`config.mk`:
```
export PLATFORM = sky130hd
export DESIGN_NAME = multicycle_control
export DESIGN_NICKNAME = d
export VERILOG_FILES = /design/src/rtl/multicycle_control.sv
export SDC_FILE = /design/constraint.sdc
export NUM_CORES = 1
export LEC_CHECK = 0
export BUFFER_PORTS_ARGS = -buffer_cell sky130_fd_sc_hd__buf_4
export CAP_MARGIN = 20
export CORE_MARGIN = 2
export CORE_UTILIZATION = 40
export CTS_BUF_LIST = sky130_fd_sc_hd__clkbuf_16
export DETAILED_ROUTE_END_ITERATION = 8
export SETUP_SLACK_MARGIN = 0.02
export SYNTH_ARGS = -nofsm -noshare
export SYNTH_HDL_FRONTEND = slang
export SYNTH_SLANG_ARGS = --single-unit
```
`constraint.sdc`:
```
create_clock -name clk -period 1.88 [get_ports clk]
set_input_delay 0.282 -clock clk [delete_from_list [all_inputs] [get_ports clk]]
set_output_delay 0.282 -clock clk [all_outputs]
set_load 0.02 [all_outputs]
```
`src/rtl/multicycle_control.sv`:
```
// Main control FSM for the multi-cycle MIPS datapath: sequences fetch/decode/execute/
// memory/write-back, drives datapath selects and strobes, and counts retired instructions.
module multicycle_control #(
    parameter int CNT_W = 32
) (
    input  logic             clk,
    input  logic             reset,
    input  logic [5:0]       opcode,
    input  logic             mem_ready,
    output logic             pc_write,
    output logic             branch_eq,
    output logic             branch_ne,
    output logic             iord,
    output logic             mem_read,
    output logic             mem_write,
    output logic             ir_write,
    output logic             mem_to_reg,
    output logic             reg_dst,
    output logic             reg_write,
    output logic             alu_src_a,
    output logic [1:0]       alu_src_b,
    output logic [1:0]       alu_op,
    output logic [1:0]       pc_source,
    output logic [3:0]       state,
    output logic             illegal_op,
    output logic             instr_done,
    output logic [CNT_W-1:0] instr_count
);

    typedef enum logic [3:0] {
        S_FETCH     = 4'd0,
        S_DECODE    = 4'd1,
        S_MEM_ADDR  = 4'd2,
        S_MEM_READ  = 4'd3,
        S_MEM_WB    = 4'd4,
        S_MEM_WRITE = 4'd5,
        S_EXECUTE   = 4'd6,
        S_ALU_WB    = 4'd7,
        S_BRANCH    = 4'd8,
        S_JUMP      = 4'd9,
        S_ADDI_EXEC = 4'd10,
        S_ADDI_WB   = 4'd11
    } state_t;

    localparam logic [5:0] OP_RTYPE = 6'b000000;
    localparam logic [5:0] OP_LW    = 6'b100011;
    localparam logic [5:0] OP_SW    = 6'b101011;
    localparam logic [5:0] OP_BEQ   = 6'b000100;
    localparam logic [5:0] OP_BNE   = 6'b000101;
    localparam logic [5:0] OP_ADDI  = 6'b001000;
    localparam logic [5:0] OP_J     = 6'b000010;

    state_t           state_q, state_d;
    logic [CNT_W-1:0] instr_count_q, instr_count_d;
    logic             pc_write_raw, ir_write_raw, mem_read_raw, mem_write_raw;

    always_ff @(posedge clk or posedge reset) begin
        if (reset) begin
            state_q       <= S_FETCH;
            instr_count_q <= '0;
        end else begin
            state_q       <= state_d;
            instr_count_q <= instr_count_d;
        end
    end

    always_comb begin
        state_d       = state_q;
        pc_write_raw  = 1'b0;
        ir_write_raw  = 1'b0;
        mem_read_raw  = 1'b0;
        mem_write_raw = 1'b0;
        branch_eq     = 1'b0;
        branch_ne     = 1'b0;
        iord          = 1'b0;
        mem_to_reg    = 1'b0;
        reg_dst       = 1'b0;
        reg_write     = 1'b0;
        alu_src_a     = 1'b0;
        alu_src_b     = 2'b00;
        alu_op        = 2'b00;
        pc_source     = 2'b00;
        illegal_op    = 1'b0;
        instr_done    = 1'b0;

        case (state_q)
            S_FETCH: begin
                mem_read_raw = 1'b1;
                alu_src_b    = 2'b01;
                pc_write_raw = mem_ready;
                ir_write_raw = mem_ready;
                if (mem_ready) state_d = S_DECODE;
            end
            // Branch target is precomputed here while the opcode is decoded
            S_DECODE: begin
                alu_src_b = 2'b11;
                case (opcode)
                    OP_LW, OP_SW:   state_d = S_MEM_ADDR;
                    OP_RTYPE:       state_d = S_EXECUTE;
                    OP_BEQ, OP_BNE: state_d = S_BRANCH;
                    OP_J:           state_d = S_JUMP;
                    OP_ADDI:        state_d = S_ADDI_EXEC;
                    default: begin
                        state_d    = S_FETCH;
                        illegal_op = 1'b1;
                        instr_done = 1'b1;
                    end
                endcase
            end
            S_MEM_ADDR: begin
                alu_src_a = 1'b1;
                alu_src_b = 2'b10;
                state_d   = (opcode == OP_SW) ? S_MEM_WRITE : S_MEM_READ;
            end
            S_MEM_READ: begin
                mem_read_raw = 1'b1;
                iord         = 1'b1;
                if (mem_ready) state_d = S_MEM_WB;
            end
            S_MEM_WB: begin
                reg_write  = 1'b1;
                mem_to_reg = 1'b1;
                instr_done = 1'b1;
                state_d    = S_FETCH;
            end
            S_MEM_WRITE: begin
                mem_write_raw = 1'b1;
                iord          = 1'b1;
                if (mem_ready) begin
                    instr_done = 1'b1;
                    state_d    = S_FETCH;
                end
            end
            S_EXECUTE: begin
                alu_src_a = 1'b1;
                alu_op    = 2'b10;
                state_d   = S_ALU_WB;
            end
            S_ALU_WB: begin
                reg_write  = 1'b1;
                reg_dst    = 1'b1;
                instr_done = 1'b1;
                state_d    = S_FETCH;
            end
            S_BRANCH: begin
                alu_src_a  = 1'b1;
                alu_op     = 2'b01;
                pc_source  = 2'b01;
                branch_eq  = (opcode == OP_BEQ);
                branch_ne  = (opcode == OP_BNE);
                instr_done = 1'b1;
                state_d    = S_FETCH;
            end
            S_JUMP: begin
                pc_write_raw = 1'b1;
                pc_source    = 2'b10;
                instr_done   = 1'b1;
                state_d      = S_FETCH;
            end
            S_ADDI_EXEC: begin
                alu_src_a = 1'b1;
                alu_src_b = 2'b10;
                alu_op    = 2'b11;
                state_d   = S_ADDI_WB;
            end
            S_ADDI_WB: begin
                reg_write  = 1'b1;
                instr_done = 1'b1;
                state_d    = S_FETCH;
            end
            default: state_d = S_FETCH;
        endcase

        instr_count_d = instr_done ? instr_count_q + CNT_W'(1) : instr_count_q;
    end

    // Memory and PC strobes must not fire while reset is held, even though FETCH is decoded
    assign pc_write    = pc_write_raw  & ~reset;
    assign ir_write    = ir_write_raw  & ~reset;
    assign mem_read    = mem_read_raw  & ~reset;
    assign mem_write   = mem_write_raw & ~reset;
    assign state       = state_q;
    assign instr_count = instr_count_q;

endmodule

```
==> results of run 1 <==
## kinds of logic after synthesis
kind of cell	Yosys count	synth area share
muxes	1	0.00516
AOI/OAI and AO/OA	25	0.0786
adders and majority gates	1	0.00574
xor gates and xnor gates	32	0.129
and+or+nand+nor	119	0.334
buffers and inverters	16	0.0350
DFF	36	0.413
## flip-flops by register name (all words and copies together), names as in the netlist
signal and cells:
instr_count 32, state 4
## cell usage after synthesis, types with 2 or more instances
cell,number,share of area
xnor2_1,11,0.044
nor3_2,8,0.037
or3_1,3,0.0086
nor4_2,2,0.011
clkbuf_1,8,0.014
nand2_1,18,0.031
xor2_1,21,0.084
nor2_1,12,0.021
nor2b_1,2,0.0057
nand3_1,12,0.028
o22ai_1,2,0.0057
nor4_1,7,0.020
nand4_1,12,0.034
inv_1,4,0.0069
a21oi_1,7,0.016
buf_6,2,0.010
and4_1,4,0.016
nand2b_1,8,0.023
dfrtp_1,36,0.41
nor3_1,10,0.023
o21ai_0,4,0.0092
and3_1,11,0.032
## power by group
group,internal [uW],total [uW],leakage [uW],switching (uW)
logic,632,1370,0.00104,741
registers,859,953,0.000486,94.5
clock network,487,785,0.0000736,298
total,1980,3110,0.00160,1130
## area by class of cell
type | count | area [um^2] | area share
Timing Repair Buffer | 100 | 786 | 0.242
Inverter | 4 | 18.8 | 0.00577
Clock buffer | 5 | 125 | 0.0385
Tap cell | 70 | 87.6 | 0.0269
Multi-Input combinational cell | 178 | 1310 | 0.403
Clock inverter | 3 | 18.8 | 0.00577
Sequential cell | 36 | 905 | 0.278
## worst max-delay path by stage
stage	start	end	slack, ps	cells past startpoint
final	state[3]	pc_write	70	5
after global routing	state[2]	alu_src_a	-20	5
after CTS	state[0]	instr_done	-10	5
after detailed placement	opcode[1]	instr_count[4]	-80	8
after global placement	opcode[1]	instr_done	-60	7
after floorplan	state[3]	illegal_op	30	3
## layer usage
metal	vias up	global-route usage	share of wire
met5	-	0	0
met1	988	0.256	0.47
met2	57	0.321	0.47
met3	4	0.0395	0.050
met4	0	0.0482	0.0068
li1	1030	-	-
## metrics by stage
step	worst slack (ps)	hold slack [ps]	cell area (um^2)	utilization
global placement	-62.3	458	2950	0.570
floorplan	31.0	242	2190	-
detailed placement	-79.6	467	2950	0.570
finish	65.8	190	3250	0.628
global route	-17.6	214	3250	0.628
CTS	-10.7	204	3160	0.611
## what timing repair did
item	in CTS	in global routing
pin swaps	3	3
hold endpoints to repair	0	0
endpoints found under the setup margin	5	16
resized for setup	11	18
setup buffers	2	2
## critical path: cells and delay by family (launching register included)
family,cells,cell delay (ps)
AOI/OAI and AO/OA,1,100
buffers and inverters,2,300
DFF,1,440
and+or+nand+nor,2,430
==> summary.md, run 1 <==
| Metric | Value |
|---|---|
| Port bufs | 63 |
| Largest net degree at the start of global routing | 37 |
| I/O Pins | between 60 and 70 |
| Worst-path clk slew | 60 ps |
| Startpoint types | flop |
| First-pass GRT wire length | 9380 um |
| Die area | 6060 um^2 |
| Slew @ Worst Pin | 466 ps |
| Power, Total | 3110 uW |
| Most frequent cells in the layout | buf_4, dfrtp_1, xor2_1 |
| Drt wl/cell | 14.5 um |
| Final setup violation count | 0 |
| Core area | 5170 um^2 |
| CTS Sinks | 36 |
| Netlist cell types | 48 |
| Vias per cell | between 5 and 6 |
| Leak pwr | 0.00160 uW |
| RR Endpoint | instr_count[25] |
| TNS Setup | 0 ps |
| Initial antenna violation count | 0 |
| Skew final | about 5 ps |
| Pre-antenna DRT Iters | 5 |
| Hold Crit Class | in -> async |
| Max_cap viols | 0 |
| CTS H-tree lvls | 2 |
| Sequential area share after synthesis | 0.413 |
| Ys async rst share | 1.00 |
| Syn_nets | 240 |
| Slowest stage delay, CP | 440 ps |
| WL final | 5750 um |
| Mapped Area | 2180 um^2 |
| Vias | a little over 2,000 |
| Fmax | 551 MHz |
| Post-synth top flop | dfrtp_1 |
| Fraction of layout instances using a drive strength above 1 | 0.433 |
| R2r worst-path depth | 8 |
| Final Hold Vio Count | 0 |
| CTS tree | done |
| Clock Latency Late Sink | 270 ps |
| Global Route Usage Sum | 0.193 |
| Number of fill cells | 479 |
| Die Wd | ~78 um |
| Die Y-Extent | 77.8 um |
| Most common cell after layout, fill and taps aside | buf_4 |
| Tmin final | between 1500 and 2000 ps |
| Crit path required time | 1600 ps |
| DRC | 0 |
| Clock root buffer master | clkbuf_16 |
| Worst path cell trace | buf_6 -> nor2_1 -> and4_1 -> a21o_1 -> buf_4 |
| Mapped Avg Cell Area | 9.48 um^2 |
| Setup CP Type | reg -> out |
| Dpl cells | 384 |
| Rows | 26 |
| CP Max Fanout | 14 |
| Final HPWL DP | 4120 um |
| Layout area overhead | 49.1% |
| PD cells | about 960 nW/um^2 |
| Critical path's slowest cell | dfrtp_2 |
| Reg2reg start | state[1] |
| Worst Path Arrival | 1530 ps |
| Gr ovfl total | 0 |
| RSZ-0062 raised after global routing | true |
| Slew Limit Fails | 0 |
| GPL Wtd Cong | approximately 0.8 |
| CTS Buf Count | 5 |
| Clock Tree Buf Depth | 2 |
| Number of global-route vias before repair | 1,965 |
| Initial drt markers | 119 |
| Status | finished, final reports clean |
| Post-CTS Hold Buffers | 0 |
| Maximum vdd ir drop | 0.000720 V |
| Synth warnings | 0 |
| Gate Count Post-Synth | 230 |
| Layout net count | 335 |
| Antenna diode count | 0 |
| Final Cycle Share | 0.965 |
| #FFs+latches synth | 36 |
| Critical Path Sink Type | output port |
| Initial core utilization | 0.422 |
| Final ANT Viol Nets | 0 |
| Post-synth EDFFs | 0 |
| Worst R2R Setup Slack | 140 ps |
| Final cell count without fillers | 396 |
| Slew headroom | 0.689 |
(Power assumes the default switching activity.)
==> run 2, diff against run 1 <==
--- a/config.mk
+++ b/config.mk
@@ -5,13 +5,15 @@
 export SDC_FILE = /design/constraint.sdc
 export NUM_CORES = 1
 export LEC_CHECK = 0
+export ABC_AREA = 1
 export BUFFER_PORTS_ARGS = -buffer_cell sky130_fd_sc_hd__buf_4
 export CAP_MARGIN = 20
 export CORE_MARGIN = 2
-export CORE_UTILIZATION = 40
+export CORE_UTILIZATION = 54
 export CTS_BUF_LIST = sky130_fd_sc_hd__clkbuf_16
 export DETAILED_ROUTE_END_ITERATION = 8
-export SETUP_SLACK_MARGIN = 0.02
+export PLACE_DENSITY = 0.8
+export SETUP_SLACK_MARGIN = 0.2
 export SYNTH_ARGS = -nofsm -noshare
 export SYNTH_HDL_FRONTEND = slang
 export SYNTH_SLANG_ARGS = --single-unit
==> summary.md, run 2 <==
| Metric | Value |
|---|---|
| Layout area overhead | 43.7% |
| CTS H-tree lvls | 2 |
| TNS Setup | 0 ps |
| Slew @ Worst Pin | 479 ps |
| Routed wl met2 | 4360 um |
| #FFs+latches synth | 36 |
| Fraction of layout instances using a drive strength above 1 | 0.292 |
| RSZ-0062 raised after global routing | true |
| Power, Total | 4100 uW |
| Final ANT Viol Nets | 0 |
| Die Wd | ~74 um |
| I/O Pins | 64 |
| Worst-path clk slew | 60 ps |
| Final Hold Vio Count | 0 |
| Most frequent cells after synthesis | nand2_1, nor2_1, nand3_1 |
| Setup CP Type | reg -> out |
| Final setup violation count | 0 |
| Gate Count Post-Synth | 430 |
| Largest net degree at the start of global routing | 37 |
| Number of global-route vias before repair | 2,770 |
| Most common cell after layout, fill and taps aside | nand2_1 |
| Hold Crit Class | in -> async |
| CP Max Fanout | 5 |
| Netlist cell types | 24 |
| Antenna diode count | 0 |
| Critical Path Sink Type | output port |
| Global Route Usage Sum | 0.306 |
| Core area | ~4800 um^2 |
| Slew Limit Fails | 0 |
| Reg2reg start | state[0] |
| Most frequent cells in the layout | nand2_1, buf_4, nor2_1 |
| Top layer used by detailed routing | met4 |
| Crit path required time | 1600 ps |
| Die Y-Extent | 74.5 um |
| Startpoint types | flop |
| Skew final | 6.40 ps |
| Layout net count | 530 |
| Max FFs per register | 32 |
| Worst R2R Setup Slack | 200 ps |
| Vias | 3,238 |
| Vias per cell | roughly 5.5 |
| CTS Buf Count | 5 |
| PD cells | 1060 nW/um^2 |
| CTS tree | done |
| Mapped Avg Cell Area | 6.23 um^2 |
| Initial core utilization | 0.564 |
| CTS Sinks | 36 |
| Worst Path Arrival | 1560 ps |
| Max_cap viols | 0 |
| Gr ovfl total | 0 |
| Ys async rst share | 1.00 |
| Final Cycle Share | 0.981 |
| Area leader, netlist | dfrtp_1 |
| Maximum vdd ir drop | 0.000767 V |
| Final HPWL DP | 5960 um |
| Post-synth top flop | dfrtp_1 |
| WL final | 8920 um |
| Initial drt markers | 286 |
| Clock Latency Late Sink | between 200 and 300 ps |
| Tmin final | 1840 ps |
| Fmax | between 500 and 600 MHz |
| Die area | 5540 um^2 |
| Synth warnings | 0 |
| R2r worst-path depth | 10 |
| Final Util | 0.810 |
| Pre-antenna DRT Iters | 5 |
| Rows | 25 |
| Area contributors post-synth | dfrtp_1, nand2_1, nor2_1 |
| WL met1 | 3590 um |
| Syn_nets | between 400 and 500 |
| Clock Tree Buf Depth | 2 |
| GPL Wtd Cong | 0.907 |
| Sequential area share after synthesis | 0.336 |
| Synth top area share | 0.336 |
| Clock root buffer master | clkbuf_16 |
| FF+latch area | 906 um^2 |
| Leak pwr | 0.00194 uW |
| Multi-input logic area | 1800 um^2 |
| WL met3 | 793 um |
| RR Endpoint | instr_count[11] |
| Status | finished, final reports clean |
| Drt wl/cell | ~15 um |
| Slew headroom | 0.681 |
| First-pass GRT wire length | about 13,000 um |
| Post-CTS Hold Buffers | 0 |
| Mapped Area | 2680 um^2 |
| Post-synth EDFFs | 0 |
| Most instantiated library cell after synthesis | nand2_1 |
| Number of fill cells | 352 |
| Initial antenna violation count | 0 |
| Port bufs | 63 |
| DRC | 0 |
## run 2: cell types whose count changed after synthesis, sizes merged, moves of 11 or more
cell,delta
inv,+20
nand3b,+14
and3,-11
nand3,+28
nor3,-16
xor2,-12
nor2,+70
nand2,+175
nand4,-12
## run 2: final cells by class
type	instances	area share
multi-input combinational	361	0.467
clock buffer	5	0.0325
sequential	36	0.235
inverter	24	0.0247
clock inverter	2	0.00227
timing repair buffer	92	0.216
tap	67	0.0218
## run 2: metal layers
layer | global-route usage | vias up
met5 | 0 | -
met4 | 0.0635 | 0
met3 | 0.0515 | 20
met2 | 0.513 | 175
met1 | 0.416 | 1510
li1 | - | 1533
## run 2: worst max path at each step
stage	from	end	slack (ps)	depth (start not counted)
CTS	state[3]	branch_eq	100	7
global placement	state[2]	branch_eq	180	6
detailed placement	state[2]	branch_eq	180	6
finish	state[0]	instr_done	40	7
global route	state[3]	ir_write	-7	6
floorplan	state[3]	branch_eq	180	6
## run 2: per-stage QoR
stage	area (um^2)	setup slack, ps	instances	hold slack (ps)
after floorplan	2720	177	430	440
after global placement	3270	184	559	474
after detailed placement	3270	183	559	489
after CTS	3560	99.3	576	201
after global routing	3850	-7.10	587	235
final	3850	36.3	587	168
## run 2: cell families after synthesis
| group | synth area share |
|---|---|
| buffers and inverters | 0.0602 |
| flip-flops | 0.336 |
| AO/OA/AOI/OAI | 0.0233 |
| AND/OR/NAND/NOR | 0.527 |
| XOR/XNOR | 0.0490 |
| adder cells (fa/ha/maj) | 0.00467 |
## run 2: repair_timing
action	in CTS	in global routing
cloned	0	4
pin swaps	9	15
buffers inserted	10	7
endpoints found under the setup margin	15	46
resized for setup	27	42
## run 2: power by group
part / internal, uW / switching (uW)
logic: 997 / 1320
clock network: 476 / 309
registers: 852 / 139
total: 2330 / 1770
## run 2: worst max-delay path, stage by stage (launching register included)
cell     delay (ps)
dfrtp_2         470
nand2_2         110
inv_2            50
o21ai_2         160
nand3_2         120
nor2_4          160
nand2_4          80
buf_6           130
